===== src/rtl/clock_set_ctrl.sv =====
// Mode/time-setting controller for the digital clock: drives the sec/min/hour
// BCD counter enables, loads and clears, and the display blink flags.
module clock_set_ctrl #(
    parameter int TIMEOUT_S = 10,
    parameter int TW        = 4
) (
    input  logic       clk,
    input  logic       clr,
    input  logic       tick,
    input  logic       btn_mode,
    input  logic       btn_inc,
    input  logic       sec_co,
    input  logic       min_co,
    input  logic [1:0] h1,
    input  logic [3:0] h0,
    input  logic [2:0] m1,
    input  logic [3:0] m0,
    output logic       sec_en,
    output logic       min_en,
    output logic       hour_en,
    output logic       sec_clr,
    output logic       hour_load,
    output logic [1:0] hour_d1,
    output logic [3:0] hour_d0,
    output logic       min_load,
    output logic [2:0] min_d1,
    output logic [3:0] min_d0,
    output logic [1:0] mode,
    output logic       blink_hr,
    output logic       blink_min
);

    typedef enum logic [1:0] {RUN = 2'd0, SET_HR = 2'd1, SET_MIN = 2'd2} state_t;

    localparam logic [TW-1:0] TLAST = TW'((TIMEOUT_S > 0) ? TIMEOUT_S - 1 : 0);

    state_t        state, state_n;
    logic          btn_mode_q, btn_inc_q;
    logic          mode_p, inc_p, to_hit, enter_set;
    logic [TW-1:0] tcnt;
    logic          phase;
    logic [1:0]    nh1;
    logic [3:0]    nh0;
    logic [2:0]    nm1;
    logic [3:0]    nm0;

    // Mode press shadows a simultaneous inc press; an inc press restarts the
    // timeout, so it also suppresses a timeout on the same tick.
    assign mode_p = btn_mode & ~btn_mode_q;
    assign inc_p  = btn_inc & ~btn_inc_q & ~mode_p;
    assign to_hit = (TIMEOUT_S != 0) && tick && !inc_p && (tcnt == TLAST);

    always_comb begin
        state_n = state;
        case (state)
            RUN:     if (mode_p) state_n = SET_HR;
            SET_HR:  if (mode_p) state_n = SET_MIN;
                     else if (to_hit) state_n = RUN;
            SET_MIN: if (mode_p || to_hit) state_n = RUN;
            default: state_n = RUN;
        endcase
    end

    assign enter_set = (state_n != state) && (state_n != RUN);

    always_comb begin
        nh1 = h1;
        nh0 = h0 + 4'd1;
        if (h1 == 2'd2 && h0 == 4'd3) begin
            nh1 = 2'd0;
            nh0 = 4'd0;
        end else if (h0 == 4'd9) begin
            nh1 = h1 + 2'd1;
            nh0 = 4'd0;
        end
        nm1 = m1;
        nm0 = m0 + 4'd1;
        if (m1 == 3'd5 && m0 == 4'd9) begin
            nm1 = 3'd0;
            nm0 = 4'd0;
        end else if (m0 == 4'd9) begin
            nm1 = m1 + 3'd1;
            nm0 = 4'd0;
        end
    end

    always_ff @(posedge clk) begin
        if (clr) begin
            state      <= RUN;
            btn_mode_q <= 1'b1;
            btn_inc_q  <= 1'b1;
            tcnt       <= '0;
            phase      <= 1'b0;
            sec_clr    <= 1'b0;
            hour_load  <= 1'b0;
            min_load   <= 1'b0;
            hour_d1    <= '0;
            hour_d0    <= '0;
            min_d1     <= '0;
            min_d0     <= '0;
        end else begin
            state      <= state_n;
            btn_mode_q <= btn_mode;
            btn_inc_q  <= btn_inc;
            sec_clr    <= (state == SET_MIN) && (state_n != SET_MIN);
            hour_load  <= (state == SET_HR) && inc_p;
            min_load   <= (state == SET_MIN) && inc_p;
            if ((state == SET_HR) && inc_p) begin
                hour_d1 <= nh1;
                hour_d0 <= nh0;
            end
            if ((state == SET_MIN) && inc_p) begin
                min_d1 <= nm1;
                min_d0 <= nm0;
            end
            if (state_n == RUN || enter_set || inc_p)
                tcnt <= '0;
            else if (tick && TIMEOUT_S != 0)
                tcnt <= tcnt + TW'(1);
            if (enter_set || inc_p)
                phase <= 1'b0;
            else if (tick)
                phase <= ~phase;
        end
    end

    assign sec_en    = (state == RUN) && tick;
    assign min_en    = (state == RUN) && tick && sec_co;
    assign hour_en   = (state == RUN) && tick && sec_co && min_co;
    assign mode      = state;
    assign blink_hr  = phase && (state == SET_HR);
    assign blink_min = phase && (state == SET_MIN);

endmodule


===== config.mk =====
export PLATFORM = sky130hd
export DESIGN_NAME = clock_set_ctrl
export DESIGN_NICKNAME = d
export VERILOG_FILES = /design/src/rtl/clock_set_ctrl.sv
export SDC_FILE = /design/constraint.sdc
export NUM_CORES = 1
export LEC_CHECK = 0
export CORE_ASPECT_RATIO = 1.2
export CORE_MARGIN = 3
export CORE_UTILIZATION = 45
export DETAILED_ROUTE_END_ITERATION = 16
export HOLD_SLACK_MARGIN = 0.1
export PLACE_DENSITY = 0.77
export SLEW_MARGIN = 20
export SYNTH_ARGS = -nofsm -noshare
export SYNTH_HDL_FRONTEND = slang
export SYNTH_SLANG_ARGS = --single-unit

===== constraint.sdc =====
create_clock -name clk -period 1.5 [get_ports clk]
set_clock_uncertainty 0.05 [all_clocks]
set_input_delay 0.225 -clock clk [delete_from_list [all_inputs] [get_ports clk]]
set_output_delay 0.225 -clock clk [all_outputs]
set_load 0.02 [all_outputs]

Word level (Yosys, flattened, before mapping):

Index checks and enable logic that the tools add are counted.

* flip-flop bits (word level): 25
* input port bits: 20
* output and inout bits: 23

* add/subtract/negate cells: 5
* equal/unequal tests: 10
* mux-type cells: 13
* bitwise operators: 7
* reductions and logical operators: 23

Operator list (number)
* $mux 4: 4
* $logic_and 1x1->1: 13
* $add 4x1->4 const B: 3
* $eq 4x4->1 const B: 3
* $mux 2: 6
* $mux 3: 2
* $pmux 2 s3: 1
* $eq 2x2->1 const B: 2
* $eq 4x2->1 const B: 1
* $logic_not 2->1: 2
* $logic_or 1x1->1: 4
* $not 1->1: 4
* $reduce_or 2->1: 2
* $add 3x1->3 const B: 1
* $and 1x1->1: 3
* $eq 3x3->1 const B: 1
* $add 2x1->2 const B: 1
* $eq 2x1->1 const B: 1
* $ne 2x2->1: 1
* $ne 2x2->1 const B: 1
* $reduce_bool 2->1: 1
* $logic_not 1->1: 1

Longest topological paths before layout:

Gate-level depths: netlist of the first run.

* word-level depth: 15
* depth in mapped cells: 6
* gate-level depth less buffers: 6

Least setup slack after synthesis of the first run:

OpenSTA, ideal clock, no wires.

* kind: register -> output
* from: register state[0] (netlist: mode[0])
* to: output hour_en
* arrival time: 1406 ps
* required time: 1225 ps
* slack: -181 ps
* stages on the path, launching flop included: 3
* path buffers: 0
* path through: dfxtp_1 nor3b_1 and3_1

* cells in the longest elaborated chain, start to end: 4

RTL lines
* start, declared: RTL line 37 `state_t state, state_n;`
* start signal, assigned: RTL line 102 `state <= state_n;`
* $logic_not 2->1
* $logic_and 1x1->1
* named net sec_en: RTL line 18 `output logic sec_en,`
* $logic_and 1x1->1 (2 in series): RTL line 129 `assign hour_en = (state == RUN) && tick && sec_co && min_co;`
* end, declared: RTL line 20 `output logic hour_en,`

The timed path passes the listed nets, and every way through them passes these cells.

Worst setup path after layout of the first run:

* from: input tick
* to: output hour_en

* cells in the longest elaborated chain, start to end: 3

RTL lines
* start, declared: RTL line 9 `input logic tick,`
* $logic_and 1x1->1 (3 in series): RTL line 129

No other way between the ends.

==> results.yml, run 1 <==
synth:
  yosysSeqAreaShare_pct: 38.1
  synth_fp_nets: 171
  syn_inst: 142
  synth-adder-area-share_pct: 8.58
  synth_cell_type_count: 41
  syn_area_per_cell_um2: 9.24
  ys_seq_elements: 25
  synth_xor_area_share_pct: 5.34
  synth_top_family_by_area: "simple AND/OR/NAND/NOR gates"
  synth-compound-area-share_pct: 13.7
  synth_mux_area_share_pct: 0.763
  syn-cell-area_um2: 1310
  synth_simple_gate_area_share_pct: 29.9
  yosysWarningCount: 0
die:
  die_y_um: 65.2
  row_count: 20
  die-area_um2: 3600
  fp.coreArea_um2: 2650
  ios: 43
  die_x_um: 55.3
  initial_core_util_pct: 49.5
grt:
  grt_pass1_wl_mm: 5.30
  grt_use_total_pct: 17.8
  overflow: 0
  grt_max_degree: 19
  grt_antenna_before_repair: 0
  grt_pass1_vias: 1306
timing:
  fin_crit_ps: 1520
  drv_slew: 0
  setup_slack_ps: -18.4
  finalCritPeriodShare_pct: 101
  rsz0062_at_grt: "yes"
  max_freq_ghz: 0.659
  slew-limit-headroom_pct: 71.6
  worstMarginPinSlew_ps: 421
  whs_ps: 217
  setup_violations: 1
  hold_viol: 0
placed_design:
  port-buffer-count: 42
  finalWeightedCongestion: 0.819
  dpl.hpwl_mm: 2.47
pwr:
  ir_drop_uv: 486
  p_total_w: 0.00124
  p_leak_nw: 0.937
  pwr_density_cell_nw_per_um2: 598
hold_path:
  min_path_type: "in2reg"
final_layout:
  final_common_cell: "buf_4"
  multiInputGateArea_um2: 833
  n_antenna_cell: 0
  syn_to_final_growth_pct: 57.4
  fillCellCount: 215
  layout-drive-gt1-share_pct: 30.8
  seqCellArea_um2: 510
  finalNetCount: 244
  layout.cells.most_common_list: "29 x buf_4, 21 x dfxtp_1, 18 x dlygate4sd2_1"
route:
  drc: 0
  antenna_left: 0
  drtPass1Iterations: 4
  routed_wl_mm: 3.21
  dr_total_vias: 1261
  drt_iter0_markers: 36
  viasPerCell: 5.11
  wl_per_cell_um: 13.0
clock_tree:
  cts_tree: "done"
  cts_made_buffers: 3
  clkTransAtPathRegs_ps: 130
  cts_sinks: 25
  hold_buffers: 0
  clkLatencyLatePin_ps: 320
  cts_root_buffer: "clkbuf_4"
  clockBufferDepth: 2
  htreeDepth: 1
critical_path:
  worstSetupPathType: "in2out"
  slowest_delay_ps: 500
  critPathArrivalTime_ps: 1240
  start_kind: "primary input"
  critPathMaxFanout: 3
  slowest_stage: "clkdlybuf4s50_1"
  crit_required_ps: 1220
  crit_chain: "clkdlybuf4s50_1 -> nor3b_4 -> and3_1 -> buf_6"
  endpoint_kind: "output pin"
status:
  status: "finished, violations left"
  failed_checks: "negative setup slack"
job:
  drv_cap: 0
[where the power goes]
| group | leakage [nW] | total, W | internal, W | switching, W |
|---|---|---|---|---|
| registers | 0.205 | 0.000680 | 0.000671 | 0.00000848 |
| clock network | 0.0150 | 0.000310 | 0.000104 | 0.000206 |
| logic | 0.717 | 0.000245 | 0.000138 | 0.000107 |
[state kept, by name, summed over array words and instances, names as in the netlist]
name,flops
btn_inc_q,1
btn_mode_q,1
hour_d0,4
hour_d1,2
hour_load,1
min_d0,4
min_d1,3
min_load,1
mode,2
phase,1
sec_clr,1
tcnt,4
[cells in the mapped netlist, drive strengths merged]
cell type	instances	area (um^2)
nand2	10	37.5
ha	9	113
or3b	1	8.76
inv	6	22.5
nand3	6	42.5
dfxtp	25	500
o31ai	2	15.0
nor4	1	6.26
buf	1	11.3
o211ai	1	12.5
o21ai	2	10.0
nor3	6	41.3
nor2	14	52.6
nor2b	1	6.26
a22oi	1	7.51
xnor2	3	26.3
or3	1	6.26
nand4	1	6.26
a21oi	9	48.8
nor3b	2	15.0
and3	2	12.5
and4b	1	13.8
a211oi	9	77.6
nand2b	3	18.8
and2	3	18.8
a311oi	1	8.76
and2b	3	25.0
mux2i	1	10.0
xor2	5	43.8
or2	2	12.5
nor4bb	1	10.0
clkbuf	3	12.5
and3b	1	8.76
nand3b	5	50.1
[critical path: cells and delay by family]
family                 cells  cell delay [ps]
and+or+nand+nor            2              410
buffers and inverters      2              620
[layer usage]
metal / up-vias / share of wire (%) / global-route usage [%]
met1: 584 / 41 / 18.7
li1: 645 / - / -
met2: 28 / 55 / 35.9
met5: - / 0 / 0
met3: 4 / 3.9 / 3.73
met4: 0 / 0.69 / 3.65
[path summary, 6_finish.rpt]
| path | slack [ps] | startpoint | to | cells after the start |
|---|---|---|---|---|
| min | 220 | h0[0] | hour_d0[0]$_SDFFE_PP0P_ | 3 |
| max | -20 | tick | hour_en | 4 |
| min reg2reg | 410 | min_d0[1]$_SDFFE_PP0P_ | min_d0[1]$_SDFFE_PP0P_ | 2 |
| max reg2reg | 80 | mode[1]$_SDFF_PP0_ | hour_d1[1]$_SDFFE_PP0P_ | 5 |
[through the flow]
step | cell area (um^2) | worst slack, ps | cells | TNS [ps] | util, %
2_1_floorplan | 1320 | 72.9 | 142 | 0 | -
3_3_place_gp | 1960 | -439 | 240 | -4980 | 73.8
3_5_place_dp | 1960 | -480 | 240 | -5700 | 73.8
4_1_cts | 1960 | -25.2 | 244 | -27.7 | 73.7
5_1_grt | 2070 | -67.7 | 247 | -174 | 77.9
6_report | 2070 | -18.4 | 247 | -18.4 | 77.9
[timing repair]
item / CTS / global route
pin swaps: 1 / 8
gates resized for setup: 43 / 26
cloned: 0 / 0
buffers inserted: 0 / 3
endpoints found under the setup margin: 25 / 14
[cell families after synthesis]
family                     after synthesis
and+or+nand+nor                         64
DFF                                     25
AOI/OAI and AO/OA                       25
buffers and inverters                   10
muxes                                    1
adders and majority gates                9
xor gates and xnor gates                 8
[final cells by class]
type                    instances  share of cell area, %
inverters                       6                   1.09
flip-flops and latches         25                   24.7
well taps                      33                   2.00
repair buffers                 72                   30.6
multi-input cells             107                   40.3
clock buffers                   4                   1.27
Power figures use the tool's default switching activity.
==> inputs of run 2 (changes only) <==
--- a/config.mk
+++ b/config.mk
@@ -7,10 +7,11 @@
 export LEC_CHECK = 0
 export CORE_ASPECT_RATIO = 1.2
 export CORE_MARGIN = 3
-export CORE_UTILIZATION = 45
+export CORE_UTILIZATION = 40
 export DETAILED_ROUTE_END_ITERATION = 16
-export HOLD_SLACK_MARGIN = 0.1
-export PLACE_DENSITY = 0.77
+export DONT_BUFFER_PORTS = 1
+export HOLD_SLACK_MARGIN = 0.08
+export PLACE_DENSITY = 0.52
 export SLEW_MARGIN = 20
 export SYNTH_ARGS = -nofsm -noshare
 export SYNTH_HDL_FRONTEND = slang
==> run 2 against run 1 <==
Net effect: total power fell by 6.7%; worst hold slack got worse by 130 ps; setup slack got worse by 24 ps; cell count fell by 19%; global-route usage fell by 2.3 points; combinational power fell by 36%; wire length fell by 11%; via count fell by 16%; clock-buffer cell count fell by 1; critical path depth fell by 1; largest cell class unchanged; clock power rose by 1%; the run still ends with negative setup slack left.
==> results.yml, run 2 (synthesis results as in run 1) <==
status:
  status: "finished, violations left"
  failed_checks: "negative setup slack"
clock_tree:
  htreeDepth: 1
  cts_sinks: 25
  cts_made_buffers: 3
  clockBufferDepth: 2
  clkLatencyLatePin_ps: 320
  clkTransAtPathRegs_ps: 140
  cts_tree: "done"
  cts_root_buffer: "clkbuf_4"
grt:
  grt_max_degree: 25
  grt_pass1_wl_mm: 4.74
  grt_use_total_pct: 15.5
  grt_antenna_before_repair: 0
  overflow: 0
  grt_pass1_vias: 1082
timing:
  setup_violations: 2
  rsz0062_at_grt: "yes"
  finalCritPeriodShare_pct: 103
  setup_slack_ps: -42.8
  max_freq_ghz: 0.648
  worstMarginPinSlew_ps: 891
  drv_slew: 0
  slew-limit-headroom_pct: 40.6
  hold_viol: 0
  fin_crit_ps: 1540
pwr:
  ir_drop_uv: 404
  pwr_density_cell_nw_per_um2: 716
  p_clk_share_pct: 27.2
  p_sw_w: 0.000297
  power.internal_w: 0.000856
  p_seq_share_pct: 59.2
  swShare_pct: 25.8
  p_leak_nw: 0.636
  comb_power_share_pct: 13.6
final_layout:
  layout-drive-gt1-share_pct: 22.6
  n_antenna_cell: 0
  layout.cells.most_common_list: "22 x dfxtp_1, 13 x nor2_1, 10 x nand2_1"
  post-route-cell-area_um2: 1610
  finalNetCount: 194
  final_common_cell: "dfxtp_1"
  syn_to_final_growth_pct: 22.8
  largestRegisters: "hour_d0 (4), min_d0 (4), tcnt (4)"
  final_core_util_pct: 51.8
route:
  antenna_left: 0
  drt_iter0_markers: 37
  dr_total_vias: 1057
  viasPerCell: 5.29
  drtPass1Iterations: 3
  drc: 0
  wl_met2_mm: 1.43
  wl_met1_mm: 1.23
  wl_per_cell_um: 14.2
  top_layer: "met4"
  wl_met3_um: 172
  routed_wl_mm: 2.84
placed_design:
  port-buffer-count: 0
  finalWeightedCongestion: 0.766
  dpl.hpwl_mm: 2.08
  placed_area_um2: 1400
critical_path:
  reg2regPathDepth: 6
  cp.buffers_inverters: 1
  start_kind: "register"
  worstSetupPathType: "reg2out"
  slowest_delay_ps: 360
  crit_chain: "buf_6 -> nor3b_4 -> and3_4"
  endpoint_kind: "output pin"
  critPathArrivalTime_ps: 1270
  critPathMaxFanout: 4
  r2r_start: "tcnt[1]$_SDFFE_PP0P_"
  r2r-end: "tcnt[1]$_SDFFE_PP0P_"
  ff2ff_setup_slack_ps: 60
  slowest_stage: "dfxtp_2"
  crit_required_ps: 1220
  cpLargestDelayFamily: "simple AND/OR/NAND/NOR gates"
job:
  drv_cap: 0
hold_path:
  min_path_type: "in2reg"
  worst_hold_startpoint: "m1[0]"
  hold_depth: 2
  hold_end: "min_d1[0]$_SDFFE_PP0P_"
die:
  fp.coreArea_um2: 3110
  ios: 43
  die_y_um: 68.8
  row_count: 22
  die-area_um2: 4010
  initial_core_util_pct: 42.2
  die_x_um: 58.3
run 2: changes by cell type in the layout (fill, tap and decap cells not counted), moves of 2 or more:
cell	before	now
dlygate4sd3_1	0	9
buf_6	5	3
a211oi_2	4	2
a211oi_1	5	7
dfxtp_4	2	0
dlymetal6s4s_1	0	2
dlymetal6s2s_1	2	0
clkdlybuf4s50_1	17	0
dlygate4sd2_1	18	0
buf_4	29	8
run 2: final cells by class:
type / count / area, um^2
fill: 310 / 1500
multi-input combinational: 107 / 801
sequential: 25 / 504
timing repair buffer: 22 / 209
tap: 36 / 45.0
clock buffer: 3 / 22.5
inverter: 6 / 22.5
clock inverter: 1 / 7.51
run 2: per-layer routing:
layer	vias up	global-route usage, %
met5	-	0
met4	0	6.96
met3	2	4.28
met2	29	25.8
met1	481	18.5
li1	545	-
run 2: power by group through the flow:
stage / Clock, W / Combinational [W] / Sequential (W)
floorplan: 0 / 0.0000978 / 0.000699
global placement: 0 / 0.000110 / 0.000696
detailed placement: 0 / 0.000111 / 0.000697
CTS: 0.000326 / 0.000153 / 0.000683
global route: 0.000354 / 0.000175 / 0.000685
finish: 0.000314 / 0.000156 / 0.000683
run 2: worst register-to-register path: cells and delay by family (launching register included):
kind                       cells  cell delay [ps]
adders and majority gates      1              170
DFF                            1              380
and+or+nand+nor                1              200
buffers and inverters          1               50
AOI/OAI and AO/OA              3              530
run 2: worst max path at each step:
stage / start / to / slack, ps / depth (start not counted)
final: mode[1]$_SDFF_PP0_ / hour_en / -40 / 3
after detailed placement: tcnt[1]$_SDFFE_PP0P_ / tcnt[1]$_SDFFE_PP0P_ / 20 / 6
after floorplan: mode[0]$_SDFF_PP0_ / hour_en / 70 / 2
after CTS: mode[1]$_SDFF_PP0_ / hour_en / -50 / 3
after global routing: mode[1]$_SDFF_PP0_ / hour_en / -100 / 3
after global placement: tcnt[1]$_SDFFE_PP0P_ / tcnt[1]$_SDFFE_PP0P_ / 70 / 6
run 2: what timing repair did:
| item | in CTS | in global routing |
|---|---|---|
| hold buffers | 11 | 0 |
| pin swaps | 2 | 4 |
| buffers inserted | 1 | 2 |
| resized for setup | 12 | 8 |
| hold endpoints to repair | 25 | 0 |
| endpoints found under the setup margin | 7 | 21 |
run 2: per-stage QoR:
stage	cells	power [W]	hold slack [ps]	setup TNS, ps	setup slack, ps
2_1_floorplan	142	0.000796	254	0	72.9
3_3_place_gp	182	0.000806	243	0	65.9
3_5_place_dp	182	0.000808	244	0	21.0
4_1_cts	198	0.00116	81.4	-138	-45.7
5_1_grt	200	0.00121	99.1	-332	-103
6_report	200	0.00115	88.1	-73.0	-42.8
